**src/rtl/nco_pkg.sv**
```systemverilog
// Shared widths, sweep state encoding and quarter-wave table generator
// for the I/Q numerically controlled oscillator.
package nco_pkg;

    localparam int PHASE_W_DEF   = 32;
    localparam int OUTPUT_W_DEF  = 12;
    localparam int LUT_ADDR_DEF  = 10;
    localparam int LATENCY       = 4;

    typedef enum logic [1:0] {
        IDLE  = 2'd0,
        SWEEP = 2'd1,
        HOLD  = 2'd2
    } sweep_state_t;

    // Half-sample offset lets the mirrored quadrants reuse the same entries.
    function automatic int qw_entry(int k, int law, int ow);
        real amp;
        real ang;
        amp = real'((1 << (ow - 1)) - 1);
        ang = 2.0 * 3.14159265358979 * (real'(k) + 0.5) / real'(1 << law);
        return $rtoi(amp * $sin(ang) + 0.5);
    endfunction

endpackage

```
**src/rtl/nco_qw_rom.sv**
```systemverilog
// Dual-read synchronous quarter-wave sine table with registered outputs.
// Contents are elaborated from the package generator.
module nco_qw_rom
    import nco_pkg::*;
#(
    parameter int LUT_ADDR_WIDTH = LUT_ADDR_DEF,
    parameter int OUTPUT_WIDTH   = OUTPUT_W_DEF
) (
    input  logic                      clk,
    input  logic                      reset_n,
    input  logic [LUT_ADDR_WIDTH-3:0] sin_idx,
    input  logic [LUT_ADDR_WIDTH-3:0] cos_idx,
    output logic [OUTPUT_WIDTH-1:0]   sin_val,
    output logic [OUTPUT_WIDTH-1:0]   cos_val
);

    localparam int DEPTH = 1 << (LUT_ADDR_WIDTH - 2);

    logic [OUTPUT_WIDTH-1:0] tab [DEPTH];

    for (genvar k = 0; k < DEPTH; k++) begin : g_tab
        assign tab[k] = OUTPUT_WIDTH'(qw_entry(k, LUT_ADDR_WIDTH, OUTPUT_WIDTH));
    end

    always_ff @(posedge clk or negedge reset_n) begin
        if (!reset_n) begin
            sin_val <= '0;
            cos_val <= '0;
        end else begin
            sin_val <= tab[sin_idx];
            cos_val <= tab[cos_idx];
        end
    end

endmodule

```
**src/rtl/nco_qw_iq.sv**
```systemverilog
// Phase accumulator with offset, linear sweep and a four-stage
// quarter-wave sine/cosine pipeline.
module nco_qw_iq
    import nco_pkg::*;
#(
    parameter int PHASE_WIDTH    = PHASE_W_DEF,
    parameter int OUTPUT_WIDTH   = OUTPUT_W_DEF,
    parameter int LUT_ADDR_WIDTH = LUT_ADDR_DEF
) (
    input  logic                    clk,
    input  logic                    reset_n,
    input  logic                    en,
    input  logic                    cfg_load_i,
    input  logic [PHASE_WIDTH-1:0]  phi_inc_i,
    input  logic [PHASE_WIDTH-1:0]  phi_ofs_i,
    input  logic                    phase_clr_i,
    input  logic                    sweep_start_i,
    input  logic [PHASE_WIDTH-1:0]  sweep_step_i,
    input  logic [PHASE_WIDTH-1:0]  sweep_stop_i,
    output logic                    sweep_done_o,
    output logic [OUTPUT_WIDTH-1:0] sin_out,
    output logic [OUTPUT_WIDTH-1:0] cos_out,
    output logic                    out_valid
);

    localparam int PW  = PHASE_WIDTH;
    localparam int LAW = LUT_ADDR_WIDTH;
    localparam int OW  = OUTPUT_WIDTH;
    localparam int QTR = 1 << (LAW - 2);

    logic [PW-1:0]    acc;
    logic [PW-1:0]    inc_reg;
    logic [PW-1:0]    ofs_reg;
    logic [PW-1:0]    inc_d;
    logic [PW:0]      sum;
    logic             done_d;
    sweep_state_t     state_q;
    sweep_state_t     state_d;

    assign sum = {1'b0, inc_reg} + {1'b0, sweep_step_i};

    always_comb begin
        state_d = state_q;
        inc_d   = inc_reg;
        done_d  = 1'b0;
        if (cfg_load_i) begin
            inc_d   = phi_inc_i;
            state_d = IDLE;
        end else begin
            unique case (state_q)
                IDLE: if (sweep_start_i) state_d = SWEEP;
                SWEEP: begin
                    if (en) begin
                        if (sum >= {1'b0, sweep_stop_i}) begin
                            inc_d   = sweep_stop_i;
                            state_d = HOLD;
                            done_d  = 1'b1;
                        end else begin
                            inc_d = sum[PW-1:0];
                        end
                    end
                end
                HOLD: if (sweep_start_i) state_d = SWEEP;
                default: state_d = IDLE;
            endcase
        end
    end

    always_ff @(posedge clk or negedge reset_n) begin
        if (!reset_n) begin
            state_q      <= IDLE;
            inc_reg      <= '0;
            ofs_reg      <= '0;
            sweep_done_o <= 1'b0;
            acc          <= '0;
        end else begin
            state_q      <= state_d;
            inc_reg      <= inc_d;
            sweep_done_o <= done_d;
            if (cfg_load_i) ofs_reg <= phi_ofs_i;
            if (phase_clr_i) acc <= '0;
            else if (en) acc <= acc + inc_reg;
        end
    end

    logic [PW-1:0]    p;
    logic [LAW-1:0]   addr;
    logic [LAW-1:0]   s1_addr;
    logic [LAW-1:0]   s1_caddr;
    logic [LAW-3:0]   s2_sidx;
    logic [LAW-3:0]   s2_cidx;
    logic             s2_sneg;
    logic             s2_cneg;
    logic             s3_sneg;
    logic             s3_cneg;
    logic [OW-1:0]    rom_sin;
    logic [OW-1:0]    rom_cos;
    logic [LATENCY:0] vpipe;

    // Round the truncated phase half-up; the sum wraps naturally.
    assign p    = acc + ofs_reg;
    assign addr = p[PW-1 -: LAW] + LAW'(p[PW-LAW-1]);

    always_ff @(posedge clk or negedge reset_n) begin
        if (!reset_n) begin
            s1_addr  <= '0;
            s1_caddr <= '0;
            s2_sidx  <= '0;
            s2_cidx  <= '0;
            s2_sneg  <= 1'b0;
            s2_cneg  <= 1'b0;
            s3_sneg  <= 1'b0;
            s3_cneg  <= 1'b0;
            sin_out  <= '0;
            cos_out  <= '0;
            vpipe    <= '0;
        end else begin
            s1_addr  <= addr;
            s1_caddr <= addr + LAW'(QTR);
            s2_sidx  <= s1_addr[LAW-2] ? ~s1_addr[LAW-3:0] : s1_addr[LAW-3:0];
            s2_cidx  <= s1_caddr[LAW-2] ? ~s1_caddr[LAW-3:0] : s1_caddr[LAW-3:0];
            s2_sneg  <= s1_addr[LAW-1];
            s2_cneg  <= s1_caddr[LAW-1];
            s3_sneg  <= s2_sneg;
            s3_cneg  <= s2_cneg;
            sin_out  <= s3_sneg ? -rom_sin : rom_sin;
            cos_out  <= s3_cneg ? -rom_cos : rom_cos;
            vpipe    <= {vpipe[LATENCY-1:0], en};
        end
    end

    assign out_valid = vpipe[LATENCY];

    nco_qw_rom #(
        .LUT_ADDR_WIDTH(LAW),
        .OUTPUT_WIDTH  (OW)
    ) u_rom (
        .clk    (clk),
        .reset_n(reset_n),
        .sin_idx(s2_sidx),
        .cos_idx(s2_cidx),
        .sin_val(rom_sin),
        .cos_val(rom_cos)
    );

endmodule

```
**config.mk**
```make
export PLATFORM = sky130hd
export DESIGN_NAME = nco_qw_iq
export DESIGN_NICKNAME = d
export VERILOG_FILES = /design/src/rtl/nco_pkg.sv /design/src/rtl/nco_qw_rom.sv /design/src/rtl/nco_qw_iq.sv
export SDC_FILE = /design/constraint.sdc
export NUM_CORES = 1
export LEC_CHECK = 0
export CORE_MARGIN = 2
export CORE_UTILIZATION = 34
export CTS_CLUSTER_DIAMETER = 120
export DETAILED_ROUTE_END_ITERATION = 8
export PLACE_DENSITY = 0.49
export SLEW_MARGIN = 20
export SYNTH_ARGS = -nofsm -noshare
export SYNTH_HDL_FRONTEND = slang
export SYNTH_SLANG_ARGS = --single-unit
export TNS_END_PERCENT = 50
```
**constraint.sdc**
```tcl
create_clock -name clk -period 7.5 [get_ports clk]
set_clock_uncertainty 0.2 [all_clocks]
set_input_delay 1.5 -clock clk [delete_from_list [all_inputs] [get_ports clk]]
set_output_delay 1.5 -clock clk [all_outputs]
set_load 0.01 [all_outputs]
```
== Word level (Yosys, flattened, before mapping) ==
Memories as Yosys holds them, arrays and structs flattened. A register that Yosys moved wholly into a read port is not among the register bits.
Index checks and enable logic that the tools add are counted.

* Memories kept: 2
* Flip-flop bits (word level): 168
* Output and inout bits: 26
* Bits in read-only memories: 6144
* Bits of input ports: 134

{| class="wikitable"
|+ Memory list
! name !! depth !! width !! rd ports !! clocked after Yosys merged registers in !! wr ports !! RTL line !! source
|-
| (no name shown) || 256 || 12 || 1 || 1 || 0 || nco_qw_rom.sv:31 || <nowiki>cos_val <= tab[cos_idx];</nowiki>
|-
| (no name shown) || 256 || 12 || 1 || 1 || 0 || nco_qw_rom.sv:30 || <nowiki>sin_val <= tab[sin_idx];</nowiki>
|}

* Reduce and logical (&&, ||, !) cells: 9
* Bitwise gates (word level): 4
* Magnitude comparators: 1
* Add/sub/neg operators: 7
* Multiplexer cells: 19
* Equality and inequality tests: 5

{| class="wikitable"
|+ Operators with widths
! kind !! count
|-
| $mux W32 || 6
|-
| $add A32 B32 Y32 || 2
|-
| $add A32 B32 Y33 || 1
|-
| $ge A33 B32 Y1 || 1
|-
| $mux W12 || 2
|-
| $neg A12 Y12 || 2
|-
| $not A8 Y9 || 2
|-
| $mux W8 || 2
|-
| $not A8 Y8 || 2
|-
| $add A10 B1 Y10 || 1
|-
| $add A10 B9 Y10 const B || 1
|-
| $mux W2 || 4
|-
| $ne A3 B3 Y1 const B || 2
|-
| $reduce_bool A2 Y1 || 3
|-
| $mux W1 || 4
|-
| $pmux W2 S2 || 1
|-
| $ne A3 B1 Y1 const B || 1
|-
| $reduce_and A3 Y1 || 1
|-
| $eq A2 B1 Y1 const B || 1
|-
| $eq A2 B2 Y1 const B || 1
|-
| $logic_not A1 Y1 || 2
|-
| $logic_not A2 Y1 || 1
|-
| $reduce_and A2 Y1 || 1
|-
| $reduce_or A2 Y1 || 1
|}

== Logic depth before layout (Yosys ltp) ==
Gate-level depths: netlist of the first run.

* Depth in word-level cells: 6
* Gate-level depth with buffers: 27
* Mapped depth without buffers: 26

== Cells and area by module ==
Synthesis of the first run repeated with hierarchy kept, for this count alone.

* Cells, all modules: 2148
* Area, all modules: 17641.9 sq um

{| class="wikitable"
|+ Modules (own cells, without submodules)
! module !! cells an instance !! instances !! area an instance (sq um) !! seq. area each (sq um)
|-
| nco_qw_iq || 1183 || 1 || 11322.1 || 4003.8
|-
| nco_qw_rom || 965 || 1 || 6319.8 || 550.5
|}

== Worst setup path before layout of the first run ==
OpenSTA, ideal clock, no wires.

* Path type: input-to-reg
* Start: in sweep_step_i[0]
* End: reg inc_reg[26]
* Path buffers: 1
* Slack: 1.121 ns
* Arrival: 6.056 ns
* Required time: 7.177 ns
* Setup time: 0.123 ns
* Cell stages on the path: 27
* Path through: ha_1 > fa_1 > a21o_1 > a21oi_1 > o21bai_1 > a21oi_1 > o21bai_1 > a21oi_1 > o211ai_1 > a21oi_1 > o21ai_0 > a21oi_1 > xnor2_1 > ha_1 > a21o_1 > a21o_1 > a21o_1 > a21o_1 > a21oi_1 > nor2b_1 > o211ai_1 > o211ai_1 > a21oi_2 > clkbuf_1 > nor2_1 > a211oi_1 > nor2_1

* Cells in the longest elaborated chain, start to end: 6

{| class="wikitable"
|+ Ends and longest elaborated chain
! item !! RTL line !! source
|-
| start, declared || nco_qw_iq.sv:18 || <nowiki>input logic [PHASE_WIDTH-1:0] sweep_step_i,</nowiki>
|-
| $add A32 B32 Y33 * || nco_qw_iq.sv:40 || <nowiki>assign sum = {1'b0, inc_reg} + {1'b0, sweep_step_i};</nowiki>
|-
| $ge A33 B32 Y1 || nco_qw_iq.sv:54 || <nowiki>if (sum >= {1'b0, sweep_stop_i}) begin</nowiki>
|-
| $mux W32 * || nco_qw_iq.sv:54 ||
|-
| $mux W32 * || nco_qw_iq.sv:53 || <nowiki>if (en) begin</nowiki>
|-
| $mux W32 * || nco_qw_iq.sv:50 || <nowiki>unique case (state_q)</nowiki>
|-
| $mux W32 * || nco_qw_iq.sv:46 || <nowiki>if (cfg_load_i) begin</nowiki>
|-
| end signal, assigned || nco_qw_iq.sv:78 || <nowiki>inc_reg <= inc_d;</nowiki>
|-
| end, declared || nco_qw_iq.sv:32 || <nowiki>logic [PW-1:0] inc_reg;</nowiki>
|}

Every way passes the cells marked *; elsewhere a longest branch is shown, timed or not. The select of a mux whose other input is x is not followed.
A chain may end at the register's enable or synchronous reset.

== Final worst setup path of the first run ==
* Start: in sweep_step_i[0]
* End: reg inc_reg[0]

Same word-level chain as after synthesis.

==> report_table.html, run 1 <==
<table>
<tr><th>Metric</th><th>Value</th></tr>
<tr><th colspan="2">Run status</th></tr>
<tr><td>Run status</td><td>finished clean</td></tr>
<tr><th colspan="2">Clock network</th></tr>
<tr><td>CTS H-tree lvls</td><td>4</td></tr>
<tr><td>Clock-pin transition on the worst setup and hold timing paths</td><td>0.07 ns</td></tr>
<tr><td>Post-CTS setup buffer count</td><td>0</td></tr>
<tr><td>Post_cts resized</td><td>0</td></tr>
<tr><td>Worst-case clock buffer depth</td><td>2</td></tr>
<tr><td>Number of CTS-inserted buffers</td><td>17</td></tr>
<tr><td>Number of sinks driven by the clock tree</td><td>182</td></tr>
<tr><td>CTS Hold Bufs</td><td>0</td></tr>
<tr><td>Latest clock arrival within the worst-skew pair</td><td>0.45 ns</td></tr>
<tr><td>CTS root buf</td><td>clkbuf_16</td></tr>
<tr><td>Clock tree from TritonCTS</td><td>done</td></tr>
<tr><th colspan="2">Global routing</th></tr>
<tr><td>Maximum number of pins on one net before global-route repair</td><td>112</td></tr>
<tr><td>Vias in the first global route</td><td>16.3k</td></tr>
<tr><td>Global-route total usage across every layer</td><td>21.2%</td></tr>
<tr><td>Number of antenna violations at the first check in global routing</td><td>0</td></tr>
<tr><td>Total congestion overflow</td><td>0</td></tr>
<tr><td>Wire length of the first global-routing pass</td><td>89,800 µm</td></tr>
<tr><th colspan="2">Final layout</th></tr>
<tr><td>Diodes inserted</td><td>0</td></tr>
<tr><td>Most common cell after layout, fill and taps aside</td><td>a21oi_1</td></tr>
<tr><td>Commonest non-fill, non-tap cells in the layout</td><td>a21oi_1 (237), nor2_1 (224), nand2_1 (204)</td></tr>
<tr><td>NumNets Final</td><td>2,539</td></tr>
<tr><td>Area growth from synthesis to layout</td><td>16.1%</td></tr>
<tr><td>Layout cells sized above 1</td><td>6.20%</td></tr>
<tr><th colspan="2">Floorplan</th></tr>
<tr><td>Standard-cell rows</td><td>82</td></tr>
<tr><td>Area of the placeable core</td><td>0.0501 mm²</td></tr>
<tr><td>Total die area</td><td>0.0525 mm²</td></tr>
<tr><td>Starting density of the core</td><td>34.4%</td></tr>
<tr><td>Vert. Die Dim</td><td>229 µm</td></tr>
<tr><td>IO Pins</td><td>160</td></tr>
<tr><td>Overall die width</td><td>229 µm</td></tr>
<tr><th colspan="2">STA</th></tr>
<tr><td>Achievable Freq</td><td>0.148 GHz</td></tr>
<tr><td>Worst slew pin tran</td><td>1.12 ns</td></tr>
<tr><td>Worst slew margin relative to its limit</td><td>25.3%</td></tr>
<tr><td>Setup Total Neg Slack</td><td>0 ns</td></tr>
<tr><td>Total count of max-transition violations in the final report</td><td>0</td></tr>
<tr><td>Part of the cycle the worst path needs</td><td>90.3%</td></tr>
<tr><td>Shortest period the worst path allows</td><td>6.77 ns</td></tr>
<tr><td>Total count of hold-check failures in the final report</td><td>0</td></tr>
<tr><td>Final setup violation count</td><td>0</td></tr>
<tr><td>Setup repair after global routing missed its margin</td><td>false</td></tr>
<tr><th colspan="2">Power</th></tr>
<tr><td>Pleak</td><td>8.64 nW</td></tr>
<tr><td>Post-layout power</td><td>8.44 mW</td></tr>
<tr><td>Power per unit of standard cell area</td><td>422 mW/mm²</td></tr>
<tr><td>Max IR drop VDD</td><td>0.241 mV</td></tr>
<tr><th colspan="2">Min path</th></tr>
<tr><td>Hold crit path type</td><td>reg -&gt; reg</td></tr>
<tr><th colspan="2">Critical path</th></tr>
<tr><td>Classification of the worst setup path</td><td>in -&gt; reg</td></tr>
<tr><td>Endpoint class of the critical path</td><td>register</td></tr>
<tr><td>Critical path launch point type</td><td>input pin</td></tr>
<tr><td>Critical path data required time</td><td>7.62 ns</td></tr>
<tr><td>Worst Path Max Fanout</td><td>43</td></tr>
<tr><td>Arr. time, crit path</td><td>6.89 ns</td></tr>
<tr><th colspan="2">Yosys</th></tr>
<tr><td>Post-synth EDFFs</td><td>0</td></tr>
<tr><td>Complex-gate fraction of the synthesized area</td><td>29.6%</td></tr>
<tr><td>Synth unique cells</td><td>87</td></tr>
<tr><td>Portion of synthesized cell area occupied by the leading cell type</td><td>26.4%</td></tr>
<tr><td>Synth Area in XOR/XNOR</td><td>5.80%</td></tr>
<tr><td>Adder-cell share of the synthesized area</td><td>11.7%</td></tr>
<tr><td>Top_reg_cell synth</td><td>dfrtp_1</td></tr>
<tr><td>Share of cell area taken by muxes after synthesis</td><td>5.30%</td></tr>
<tr><td>Share of async-settable or async-resettable flops after synthesis</td><td>100%</td></tr>
<tr><td>Fraction of the yosys area taken by sequential cells</td><td>26.4%</td></tr>
<tr><td>Synthesized cell area</td><td>0.0172 mm²</td></tr>
<tr><td>Number of synthesized register bits</td><td>182</td></tr>
<tr><td>Dominant combinational cell family by area after synthesis</td><td>compound AO/OA/AOI/OAI gates</td></tr>
<tr><td>Post-Syn Instances</td><td>2,189</td></tr>
<tr><td>Synthesized-area fraction occupied by and/or/nand/nor cells</td><td>16.1%</td></tr>
<tr><td>Synth warnings</td><td>0</td></tr>
<tr><td>Nets in the synthesized netlist</td><td>2,482</td></tr>
<tr><td>Largest cells by area after synthesis</td><td>dfrtp_1 (26%), ha_1 (11%), a21oi_1 (6.9%)</td></tr>
<tr><td>Most area-hungry cell type in the Yosys netlist</td><td>dfrtp_1</td></tr>
<tr><td>Mean instance size in the synthesized netlist</td><td>7.87 µm²</td></tr>
<tr><th colspan="2">Placed design</th></tr>
<tr><td>Final weighted congestion in routability-driven placement</td><td>0.915</td></tr>
<tr><td>Final HPWL DP</td><td>41,500 µm</td></tr>
<tr><td>Buffers on Ports</td><td>159</td></tr>
<tr><th colspan="2">Drt</th></tr>
<tr><td>Drc violations</td><td>0</td></tr>
<tr><td>DR vias</td><td>16.9k</td></tr>
<tr><td>Post-detailed-routing wire length</td><td>56,400 µm</td></tr>
<tr><td>Average via count per standard cell</td><td>5.75</td></tr>
<tr><td>Number of iterations in the first detailed-routing pass</td><td>6</td></tr>
<tr><td>Number of antenna-violating nets in the routed design</td><td>0</td></tr>
<tr><td>Detailed-route wire length per cell</td><td>19.3 µm</td></tr>
<tr><td>Violation count after the first detailed-routing iteration</td><td>1,641</td></tr>
<tr><th colspan="2">Flow run</th></tr>
<tr><td>Max-capacitance violation count</td><td>0</td></tr>
</table>
[metrics by stage]
stage | instances | worst slack (ns) | util, % | area (µm²) | hold slack (ns)
final | 2931 | 0.731 | 39.9 | 20000 | 0.150
after global routing | 2931 | 0.264 | 39.9 | 20000 | 0.157
after CTS | 2931 | 0.773 | 39.9 | 20000 | 0.154
after detailed placement | 2899 | 0.296 | 38.7 | 19400 | 0.136
after global placement | 2899 | 0.343 | 38.7 | 19400 | 0.132
after floorplan | 2189 | 1.12 | - | 17200 | 0.131
[final timing paths]
check | slack (ns) | cells past startpoint | from | to
worst max-delay path | 0.73 | 25 | sweep_step_i[0] | inc_reg[0]$_DFFE_PN0P_
worst min-delay path | 0.15 | 0 | s1_addr[9]$_DFF_PN0_ | s2_sneg$_DFF_PN0_
worst max register to register | 1.78 | 24 | inc_reg[0]$_DFFE_PN0P_ | inc_reg[0]$_DFFE_PN0P_
worst min register to register | 0.15 | 0 | s1_addr[9]$_DFF_PN0_ | s2_sneg$_DFF_PN0_
max in group asynchronous | 4.53 | 2 | reset_n | s2_cidx[4]$_DFF_PN0_
min in group asynchronous | 0.98 | 1 | reset_n | u_rom.cos_val[6]$_DFF_PN0_
[cell type report]
class	count	area (µm²)
Sequential cell	182	4560
Inverter	80	300
Fill cell	5245	30100
Multi-Input combinational cell	1777	11800
Timing Repair Buffer	188	1830
Tap cell	672	841
Clock buffer	19	443
Clock inverter	13	193
[Yosys cell counts (all sizes together) (6+ instances only)]
| master | instances |
|---|---|
| o21ai | 220 |
| a21boi | 8 |
| o21a | 11 |
| nand3 | 41 |
| xor2 | 45 |
| a311oi | 7 |
| o221ai | 12 |
| and3 | 8 |
| or3 | 15 |
| mux2 | 32 |
| o211ai | 36 |
| o31ai | 13 |
| a211oi | 31 |
| xnor2 | 63 |
| nand2 | 204 |
| o21bai | 15 |
| a31oi | 31 |
| clkbuf | 121 |
| nor2b | 18 |
| a21o | 59 |
| o22ai | 14 |
| a21oi | 239 |
| mux2i | 35 |
| inv | 77 |
| buf | 29 |
| a221oi | 18 |
| mux4 | 9 |
| nand2b | 26 |
| or2 | 9 |
| o311ai | 17 |
| a221o | 7 |
| dfrtp | 182 |
| a22oi | 33 |
| nor2 | 225 |
| nor3 | 38 |
| nand4 | 15 |
| a2111oi | 6 |
| ha | 157 |
[power by group]
group / leakage, nW / total [mW] / internal, mW / switching, mW
Sequential: 2.19 / 1.66 / 1.30 / 0.353
Combinational: 6.15 / 5.80 / 2.19 / 3.61
Clock: 0.310 / 0.976 / 0.546 / 0.430
[critical path, cell delays in order]
cell	delay, ns
clkdlybuf4s50_1	0.41
ha_1	0.22
fa_1	0.40
a21o_1	0.19
a21oi_1	0.23
o21bai_1	0.09
a21oi_1	0.21
o21bai_1	0.09
a21oi_1	0.32
o21a_1	0.26
o311ai_1	0.22
a21oi_1	0.29
o21ai_0	0.10
o21ai_0	0.14
nor2_1	0.12
ha_1	0.32
nand4_1	0.10
nor4_1	0.06
a311o_1	0.36
a221oi_1	0.25
o211ai_1	0.20
a21oi_4	0.26
buf_12	0.24
mux2i_1	0.20
o21ai_0	0.08
[metal layers]
metal	wire (µm)	global-route usage [%]
met3	3210	3.20
met5	0	0
met2	26500	35.2
met1	25300	28.2
met4	1450	6.84
[kinds of logic after synthesis]
family	after synthesis
AOI/OAI and AO/OA	811
DFF	182
xor gates and xnor gates	109
muxes	76
adders and majority gates	160
and+or+nand+nor	621
buffers and inverters	230
Power figures use the tool's default switching activity.
==> run 2: changes to the inputs <==
--- a/config.mk
+++ b/config.mk
@@ -5,6 +5,7 @@
 export SDC_FILE = /design/constraint.sdc
 export NUM_CORES = 1
 export LEC_CHECK = 0
+export CORE_ASPECT_RATIO = 0.6
 export CORE_MARGIN = 2
 export CORE_UTILIZATION = 34
 export CTS_CLUSTER_DIAMETER = 120
==> run 2 against run 1 <==
  * Sequential share of layout area increased by 0.060 points
  * Wire length up 3.4%
  * Highest routed layer unchanged
  * Largest power group unchanged
  * Core utilization up 0.21 points
  * Register-to-register slack better by 0.02 ns
  * Combinational power grew 3%
  * First-iteration DRC count grew 11%
  * Design area fell by 0.29%
==> report_table.html, run 2 (synthesis results as in run 1) <==
<table>
<tr><th>Metric</th><th>Value</th></tr>
<tr><th colspan="2">Critical path</th></tr>
<tr><td>Arr. time, crit path</td><td>6.87 ns (-0.02 ns)</td></tr>
<tr><td>Slack of the worst reg-to-reg path</td><td>1.80 ns (+0.02 ns)</td></tr>
<tr><td>Worst Path Max Fanout</td><td>10 (-77%)</td></tr>
<tr><td>Start of the worst register-to-register path</td><td>inc_reg[0]$_DFFE_PN0P_</td></tr>
<tr><td>Terminus of the critical flop-to-flop path</td><td>inc_reg[23]$_DFFE_PN0P_</td></tr>
<tr><td>Worst Setup EP</td><td>inc_reg[23]$_DFFE_PN0P_</td></tr>
<tr><td>Critical path launch point type</td><td>input pin</td></tr>
<tr><td>Endpoint class of the critical path</td><td>register</td></tr>
<tr><td>Classification of the worst setup path</td><td>in -&gt; reg</td></tr>
<tr><td>Length in cells of the worst reg-to-reg path</td><td>25 (+4.2%)</td></tr>
<tr><td>Critical path data required time</td><td>7.63 ns (about the same)</td></tr>
<tr><td>Critical path origin</td><td>sweep_step_i[0]</td></tr>
<tr><th colspan="2">Drt</th></tr>
<tr><td>Post-detailed-routing wire length</td><td>58,400 µm (+3.4%)</td></tr>
<tr><td>Number of antenna-violating nets in the routed design</td><td>0 (unchanged)</td></tr>
<tr><td>Average via count per standard cell</td><td>5.85 (+1.7%)</td></tr>
<tr><td>Detailed-route wire length per cell</td><td>20.0 µm (+4.0%)</td></tr>
<tr><td>Number of iterations in the first detailed-routing pass</td><td>7 (+1)</td></tr>
<tr><td>DR vias</td><td>17.0k (+1.1%)</td></tr>
<tr><td>Drc violations</td><td>0 (unchanged)</td></tr>
<tr><td>Violation count after the first detailed-routing iteration</td><td>1,820 (+11%)</td></tr>
<tr><th colspan="2">Clock network</th></tr>
<tr><td>CTS root buf</td><td>clkbuf_16</td></tr>
<tr><td>CTS Hold Bufs</td><td>0 (unchanged)</td></tr>
<tr><td>Clock-pin transition on the worst setup and hold timing paths</td><td>0.08 ns (about the same)</td></tr>
<tr><td>Number of CTS-inserted buffers</td><td>17 (unchanged)</td></tr>
<tr><td>Latest clock arrival within the worst-skew pair</td><td>0.46 ns (about the same)</td></tr>
<tr><td>Post-CTS setup buffer count</td><td>0 (unchanged)</td></tr>
<tr><td>Post_cts resized</td><td>0 (unchanged)</td></tr>
<tr><td>CTS H-tree lvls</td><td>4 (unchanged)</td></tr>
<tr><td>Clock tree from TritonCTS</td><td>done</td></tr>
<tr><td>Number of sinks driven by the clock tree</td><td>182 (unchanged)</td></tr>
<tr><td>Worst-case clock buffer depth</td><td>2 (unchanged)</td></tr>
<tr><th colspan="2">Final layout</th></tr>
<tr><td>Post-layout util</td><td>40.1% (+0.21 points)</td></tr>
<tr><td>Commonest non-fill, non-tap cells in the layout</td><td>a21oi_1 (237), nor2_1 (224), nand2_1 (204)</td></tr>
<tr><td>NumNets Final</td><td>2,544 (+0.20%)</td></tr>
<tr><td>Most common cell after layout, fill and taps aside</td><td>a21oi_1</td></tr>
<tr><td>Layout cells sized above 1</td><td>6.27% (+0.077 points)</td></tr>
<tr><td>Area growth from synthesis to layout</td><td>15.7%</td></tr>
<tr><td>Filler instances</td><td>5,091 (-2.9%)</td></tr>
<tr><th colspan="2">Power</th></tr>
<tr><td>Max IR drop VDD</td><td>0.309 mV (+28%)</td></tr>
<tr><td>Power per unit of standard cell area</td><td>428 mW/mm² (+1.5%)</td></tr>
<tr><td>Pleak</td><td>8.63 nW (-0.16%)</td></tr>
<tr><th colspan="2">Floorplan</th></tr>
<tr><td>Overall die width</td><td>295 µm (+29%)</td></tr>
<tr><td>Total die area</td><td>0.0525 mm² (+0.11%)</td></tr>
<tr><td>Starting density of the core</td><td>34.7% (+0.28 points)</td></tr>
<tr><td>IO Pins</td><td>160 (unchanged)</td></tr>
<tr><td>Vert. Die Dim</td><td>178 µm (-22%)</td></tr>
<tr><td>Area of the placeable core</td><td>0.0497 mm² (-0.81%)</td></tr>
<tr><td>Standard-cell rows</td><td>63 (-23%)</td></tr>
<tr><th colspan="2">Flow run</th></tr>
<tr><td>Max-capacitance violation count</td><td>0 (unchanged)</td></tr>
<tr><th colspan="2">STA</th></tr>
<tr><td>Setup Total Neg Slack</td><td>0 ns (unchanged)</td></tr>
<tr><td>Total count of max-transition violations in the final report</td><td>0 (unchanged)</td></tr>
<tr><td>Achievable Freq</td><td>0.148 GHz (+0.45%)</td></tr>
<tr><td>Part of the cycle the worst path needs</td><td>89.9% (-0.40 points)</td></tr>
<tr><td>Setup repair after global routing missed its margin</td><td>false</td></tr>
<tr><td>Shortest period the worst path allows</td><td>6.74 ns (-0.0303 ns)</td></tr>
<tr><td>Final setup violation count</td><td>0 (unchanged)</td></tr>
<tr><td>Worst slew pin tran</td><td>0.971 ns (-0.150 ns)</td></tr>
<tr><td>Worst slew margin relative to its limit</td><td>35.2% (+10 points)</td></tr>
<tr><td>Total count of hold-check failures in the final report</td><td>0 (unchanged)</td></tr>
<tr><th colspan="2">Placed design</th></tr>
<tr><td>Buffers on Ports</td><td>159 (unchanged)</td></tr>
<tr><td>Final weighted congestion in routability-driven placement</td><td>0.949 (+3.7%)</td></tr>
<tr><td>Final HPWL DP</td><td>42,500 µm (+2.4%)</td></tr>
<tr><th colspan="2">Min path</th></tr>
<tr><td>Hold crit path type</td><td>reg -&gt; reg</td></tr>
<tr><th colspan="2">Run status</th></tr>
<tr><td>Run status</td><td>finished clean</td></tr>
<tr><th colspan="2">Global routing</th></tr>
<tr><td>Global-route total usage across every layer</td><td>22.5% (+1.3 points)</td></tr>
<tr><td>Maximum number of pins on one net before global-route repair</td><td>147 (+31%)</td></tr>
<tr><td>Number of antenna violations at the first check in global routing</td><td>0 (unchanged)</td></tr>
<tr><td>Wire length of the first global-routing pass</td><td>93,200 µm (+3.7%)</td></tr>
<tr><td>Vias in the first global route</td><td>16.2k (-0.54%)</td></tr>
<tr><td>Total congestion overflow</td><td>0 (unchanged)</td></tr>
</table>
run 2: cell types whose count changed in the layout (fill, tap and decap cells not counted), sizes merged:
cell      change
buf           +5
bufinv        -2
clkinv        -4
clkinvlp      +3
diode         +1
inv           +2
run 2: worst min-delay path by stage:
stage                     startpoint           endpoint  slack [ns]  cells past startpoint
6_report        s1_addr[9]$_DFF_PN0_  s2_sneg$_DFF_PN0_        0.15                      0
5_1_grt         s1_addr[9]$_DFF_PN0_  s2_sneg$_DFF_PN0_        0.16                      0
4_1_cts         s1_addr[9]$_DFF_PN0_  s2_sneg$_DFF_PN0_        0.15                      0
3_5_place_dp    s1_addr[9]$_DFF_PN0_  s2_sneg$_DFF_PN0_        0.13                      0
3_3_place_gp    s1_addr[9]$_DFF_PN0_  s2_sneg$_DFF_PN0_        0.13                      0
2_1_floorplan  s1_caddr[9]$_DFF_PN0_  s2_cneg$_DFF_PN0_        0.13                      0
run 2: layer usage:
metal | global-route usage, % | vias up | part of all wire [%]
met4 | 4.29 | 0 | 1.1
met3 | 4.09 | 55 | 8.1
met1 | 35.0 | 8068 | 50
li1 | - | 8135 | -
met5 | 0 | - | 0
met2 | 31.8 | 780 | 40
run 2: layout make-up:
class | instances | area (µm²) | share of cell area, %
inverter | 80 | 300 | 1.51
clock buffer | 19 | 433 | 2.17
multi-input combinational | 1777 | 11800 | 59.3
sequential | 182 | 4560 | 22.9
tap | 650 | 813 | 4.08
clock inverter | 12 | 143 | 0.716
antenna | 1 | 2.50 | 0.0126
timing repair buffer | 193 | 1870 | 9.36
run 2: where the power goes:
group	leakage [nW]	internal, mW	switching, mW
combinational	6.17	2.21	3.78
sequential	2.19	1.30	0.330
clock	0.270	0.470	0.445
run 2: worst max-delay path: stages:
cell             delay (ns)
clkdlybuf4s50_1        0.40
ha_1                   0.23
fa_1                   0.41
a21o_1                 0.19
a21oi_1                0.22
o21bai_1               0.09
a21oi_1                0.26
o21bai_1               0.09
a21oi_1                0.14
buf_4                  0.16
o21a_1                 0.21
o311ai_1               0.21
a21oi_1                0.31
o21ai_0                0.12
o21ai_0                0.12
nor2_1                 0.10
ha_1                   0.32
nand4_1                0.10
nor4_1                 0.06
a311o_1                0.37
a221oi_1               0.23
o211ai_1               0.18
a21oi_4                0.22
and2_1                 0.42
nand2_1                0.10
o311ai_0               0.10
run 2: stage by stage:
stage | cells | instance area (µm²) | worst slack, ns | hold WS, ns | total power, mW
detailed placement | 2882 | 19400 | 0.376 | 0.135 | 7.45
global route | 2913 | 19900 | 0.350 | 0.161 | 9.25
floorplan | 2189 | 17200 | 1.12 | 0.131 | 5.72
CTS | 2913 | 19900 | 0.852 | 0.153 | 8.42
finish | 2914 | 19900 | 0.761 | 0.151 | 8.54
global placement | 2882 | 19400 | 0.474 | 0.134 | 7.47
==> run 3: changes to the inputs <==
--- a/config.mk
+++ b/config.mk
@@ -10,7 +10,8 @@
 export CORE_UTILIZATION = 34
 export CTS_CLUSTER_DIAMETER = 120
 export DETAILED_ROUTE_END_ITERATION = 8
-export PLACE_DENSITY = 0.49
+export PLACE_DENSITY = 0.57
+export RECOVER_POWER = 25
 export SLEW_MARGIN = 20
 export SYNTH_ARGS = -nofsm -noshare
 export SYNTH_HDL_FRONTEND = slang
==> constraint.sdc (replaced) <==
create_clock -name clk -period 5.7 [get_ports clk]
set_clock_uncertainty 0.2 [all_clocks]
set_input_delay 1.14 -clock clk [delete_from_list [all_inputs] [get_ports clk]]
set_output_delay 1.14 -clock clk [all_outputs]
set_load 0.01 [all_outputs]
==> run 3 against run 2 <==
  * The run now ends with capacitance limit, slew limit left
  * Sequential share of layout area is 1.4 points lower
  * Combinational power rose by 41%
  * Global-route usage rose by 0.52 points
  * Total power increased by 39%
  * Largest cell class unchanged
  * Largest power group unchanged
==> report_table.html, run 3 (synthesis results as in run 1) <==
<table>
<tr><th>Metric</th><th>Value</th></tr>
<tr><th colspan="2">Final layout</th></tr>
<tr><td>Filler instances</td><td>4,883 (-4.1%)</td></tr>
<tr><td>Area growth from synthesis to layout</td><td>23.4%</td></tr>
<tr><td>Finished Cell Area</td><td>0.0212 mm² (+6.6%)</td></tr>
<tr><td>Most common cell after layout, fill and taps aside</td><td>a21oi_1</td></tr>
<tr><td>Register cell area after layout</td><td>0.00456 mm² (about the same)</td></tr>
<tr><td>Footprint of the multi-input gates</td><td>0.0121 mm² (+2.7%)</td></tr>
<tr><td>Commonest non-fill, non-tap cells in the layout</td><td>a21oi_1 (223), nor2_1 (216), nand2_1 (204)</td></tr>
<tr><td>NumNets Final</td><td>2,654 (+4.3%)</td></tr>
<tr><td>Layout cells sized above 1</td><td>12.9% (+6.7 points)</td></tr>
<tr><th colspan="2">STA</th></tr>
<tr><td>Total count of max-transition violations in the final report</td><td>88 (+88)</td></tr>
<tr><td>Shortest period the worst path allows</td><td>5.62 ns</td></tr>
<tr><td>Worst slew pin tran</td><td>2.32 ns (+1.35 ns)</td></tr>
<tr><td>Part of the cycle the worst path needs</td><td>98.5%</td></tr>
<tr><td>Worst slew margin relative to its limit</td><td>-54.9% (-90 points)</td></tr>
<tr><td>Tightest hold margin</td><td>0.151 ns (+0.000178 ns)</td></tr>
<tr><td>Achievable Freq</td><td>0.178 GHz</td></tr>
<tr><td>Total count of hold-check failures in the final report</td><td>0 (unchanged)</td></tr>
<tr><td>Setup repair after global routing missed its margin</td><td>true</td></tr>
<tr><td>Final setup violation count</td><td>0 (unchanged)</td></tr>
<tr><th colspan="2">Global routing</th></tr>
<tr><td>Maximum number of pins on one net before global-route repair</td><td>88 (-40%)</td></tr>
<tr><td>Number of antenna violations at the first check in global routing</td><td>2 (+2)</td></tr>
<tr><td>Vias in the first global route</td><td>16.9k (+3.7%)</td></tr>
<tr><td>Wire length of the first global-routing pass</td><td>95,200 µm (+2.2%)</td></tr>
<tr><td>Global-route total usage across every layer</td><td>23.0% (+0.52 points)</td></tr>
<tr><td>Total congestion overflow</td><td>0 (unchanged)</td></tr>
<tr><th colspan="2">Placed design</th></tr>
<tr><td>Area after DPL</td><td>0.0200 mm² (+3.2%)</td></tr>
<tr><td>Buffers on Ports</td><td>159 (unchanged)</td></tr>
<tr><td>Final HPWL DP</td><td>44,500 µm (+4.5%)</td></tr>
<tr><td>Final weighted congestion in routability-driven placement</td><td>0.982 (+3.5%)</td></tr>
<tr><th colspan="2">Clock network</th></tr>
<tr><td>CTS root buf</td><td>clkbuf_16</td></tr>
<tr><td>Number of CTS-inserted buffers</td><td>17 (unchanged)</td></tr>
<tr><td>CTS H-tree lvls</td><td>4 (unchanged)</td></tr>
<tr><td>Number of sinks driven by the clock tree</td><td>182 (unchanged)</td></tr>
<tr><td>CTS Hold Bufs</td><td>0 (unchanged)</td></tr>
<tr><td>Latest clock arrival within the worst-skew pair</td><td>0.45 ns (about the same)</td></tr>
<tr><td>Clock tree from TritonCTS</td><td>done</td></tr>
<tr><td>Clock-pin transition on the worst setup and hold timing paths</td><td>0.08 ns (about the same)</td></tr>
<tr><td>Worst-case clock buffer depth</td><td>2 (unchanged)</td></tr>
<tr><th colspan="2">Power</th></tr>
<tr><td>Pleak</td><td>9.36 nW (+8.5%)</td></tr>
<tr><td>Power per unit of standard cell area</td><td>559 mW/mm² (+31%)</td></tr>
<tr><td>Max IR drop VDD</td><td>0.337 mV (+9.3%)</td></tr>
<tr><td>Post-layout power</td><td>11.9 mW (+39%)</td></tr>
<tr><th colspan="2">Min path</th></tr>
<tr><td>Hold crit path type</td><td>reg -&gt; reg</td></tr>
<tr><th colspan="2">Drt</th></tr>
<tr><td>Number of iterations in the first detailed-routing pass</td><td>8 (+1)</td></tr>
<tr><td>Violation count after the first detailed-routing iteration</td><td>2,157 (+19%)</td></tr>
<tr><td>Post-detailed-routing wire length</td><td>60,800 µm (+4.2%)</td></tr>
<tr><td>Drc violations</td><td>0 (unchanged)</td></tr>
<tr><td>Detailed-route wire length per cell</td><td>20.1 µm (+0.43%)</td></tr>
<tr><td>DR vias</td><td>17.9k (+4.8%)</td></tr>
<tr><td>Average via count per standard cell</td><td>5.91 (+1.0%)</td></tr>
<tr><td>Number of antenna-violating nets in the routed design</td><td>0 (unchanged)</td></tr>
<tr><th colspan="2">Floorplan</th></tr>
<tr><td>Starting density of the core</td><td>34.7% (unchanged)</td></tr>
<tr><td>IO Pins</td><td>160 (unchanged)</td></tr>
<tr><td>Total die area</td><td>0.0525 mm² (unchanged)</td></tr>
<tr><td>Vert. Die Dim</td><td>178 µm (unchanged)</td></tr>
<tr><td>Overall die width</td><td>295 µm (unchanged)</td></tr>
<tr><td>Area of the placeable core</td><td>0.0497 mm² (unchanged)</td></tr>
<tr><td>Standard-cell rows</td><td>63 (unchanged)</td></tr>
<tr><th colspan="2">Critical path</th></tr>
<tr><td>Arr. time, crit path</td><td>5.77 ns (-1.10 ns)</td></tr>
<tr><td>Classification of the worst setup path</td><td>in -&gt; reg</td></tr>
<tr><td>Slowest Stage Delay on Critical Path</td><td>0.47 ns (+0.05 ns)</td></tr>
<tr><td>Worst Path Max Fanout</td><td>6 (-4)</td></tr>
<tr><td>Count of buffering cells on the critical path with inverters included</td><td>5 (+3)</td></tr>
<tr><td>Critical path data required time</td><td>5.85 ns (-1.78 ns)</td></tr>
<tr><td>Critical path launch point type</td><td>input pin</td></tr>
<tr><td>Cell family contributing the most delay on the critical path</td><td>compound AO/OA/AOI/OAI gates</td></tr>
<tr><td>Max stage delay cell, worst path</td><td>clkdlybuf4s50_1</td></tr>
<tr><td>Endpoint class of the critical path</td><td>register</td></tr>
<tr><th colspan="2">Flow run</th></tr>
<tr><td>Max-capacitance violation count</td><td>1 (+1)</td></tr>
<tr><th colspan="2">Run status</th></tr>
<tr><td>Run status</td><td>complete, but fails checks</td></tr>
<tr><td>Violated checks</td><td>capacitance limit, slew limit</td></tr>
</table>
run 3: path summary, 6_finish.rpt:
path	from	endpoint	slack, ns	cells after the start
worst max-delay path	sweep_step_i[5]	inc_reg[26]$_DFFE_PN0P_	0.08	26
worst min-delay path	vpipe[2]$_DFF_PN0_	vpipe[3]$_DFF_PN0_	0.15	0
worst max register to register	inc_reg[0]$_DFFE_PN0P_	inc_reg[26]$_DFFE_PN0P_	0.39	28
worst min register to register	vpipe[2]$_DFF_PN0_	vpipe[3]$_DFF_PN0_	0.15	0
max in group asynchronous	reset_n	ofs_reg[17]$_DFFE_PN0P_	2.62	2
min in group asynchronous	reset_n	u_rom.cos_val[3]$_DFF_PN0_	1.15	1
run 3: per-layer routing:
layer  track usage [%]  up-vias  wire length (µm)  part of all wire [%]
met5                 0        -                 0                     0
met2              32.2      977             24600                    41
met4              5.68        0              1300                   2.1
met3              6.32       68              6440                    11
li1                  -     8349                 -                     -
met1              34.3     8463             28400                    47
run 3: repair_timing:
action                     in CTS  in global routing
setup buffers                  19                  5
gates resized for setup        18                 71
hold endpoints to repair        0                  0
setup endpoints to repair      35                 35
pin swaps                      26                 49
cloned                          3                  3
run 3: report_power, final:
| part | switching [mW] | internal (mW) |
|---|---|---|
| logic | 5.12 | 3.31 |
| clock network | 0.551 | 0.705 |
| registers | 0.486 | 1.71 |
run 3: area by class of cell:
cell class | instances | share of cell area (%)
repair buffers | 303 | 13.3
well taps | 650 | 3.83
diodes | 1 | 0.0118
inverters | 80 | 1.41
flip-flops and latches | 182 | 21.5
multi-input cells | 1777 | 57.1
clock buffers | 18 | 2.07
clock inverters | 12 | 0.777
run 3: metrics by stage:
stage | util [%] | worst slack [ns] | TNS, ns | std cells
2_1_floorplan | - | 0.00818 | 0 | 2189
3_3_place_gp | 40.2 | -0.713 | -22.74 | 2962
3_5_place_dp | 40.2 | -0.848 | -27.54 | 2962
4_1_cts | 42.0 | -0.00313 | -0.00525 | 3014
5_1_grt | 42.8 | -0.100 | -1.04 | 3023
6_report | 42.8 | 0.0844 | 0 | 3023
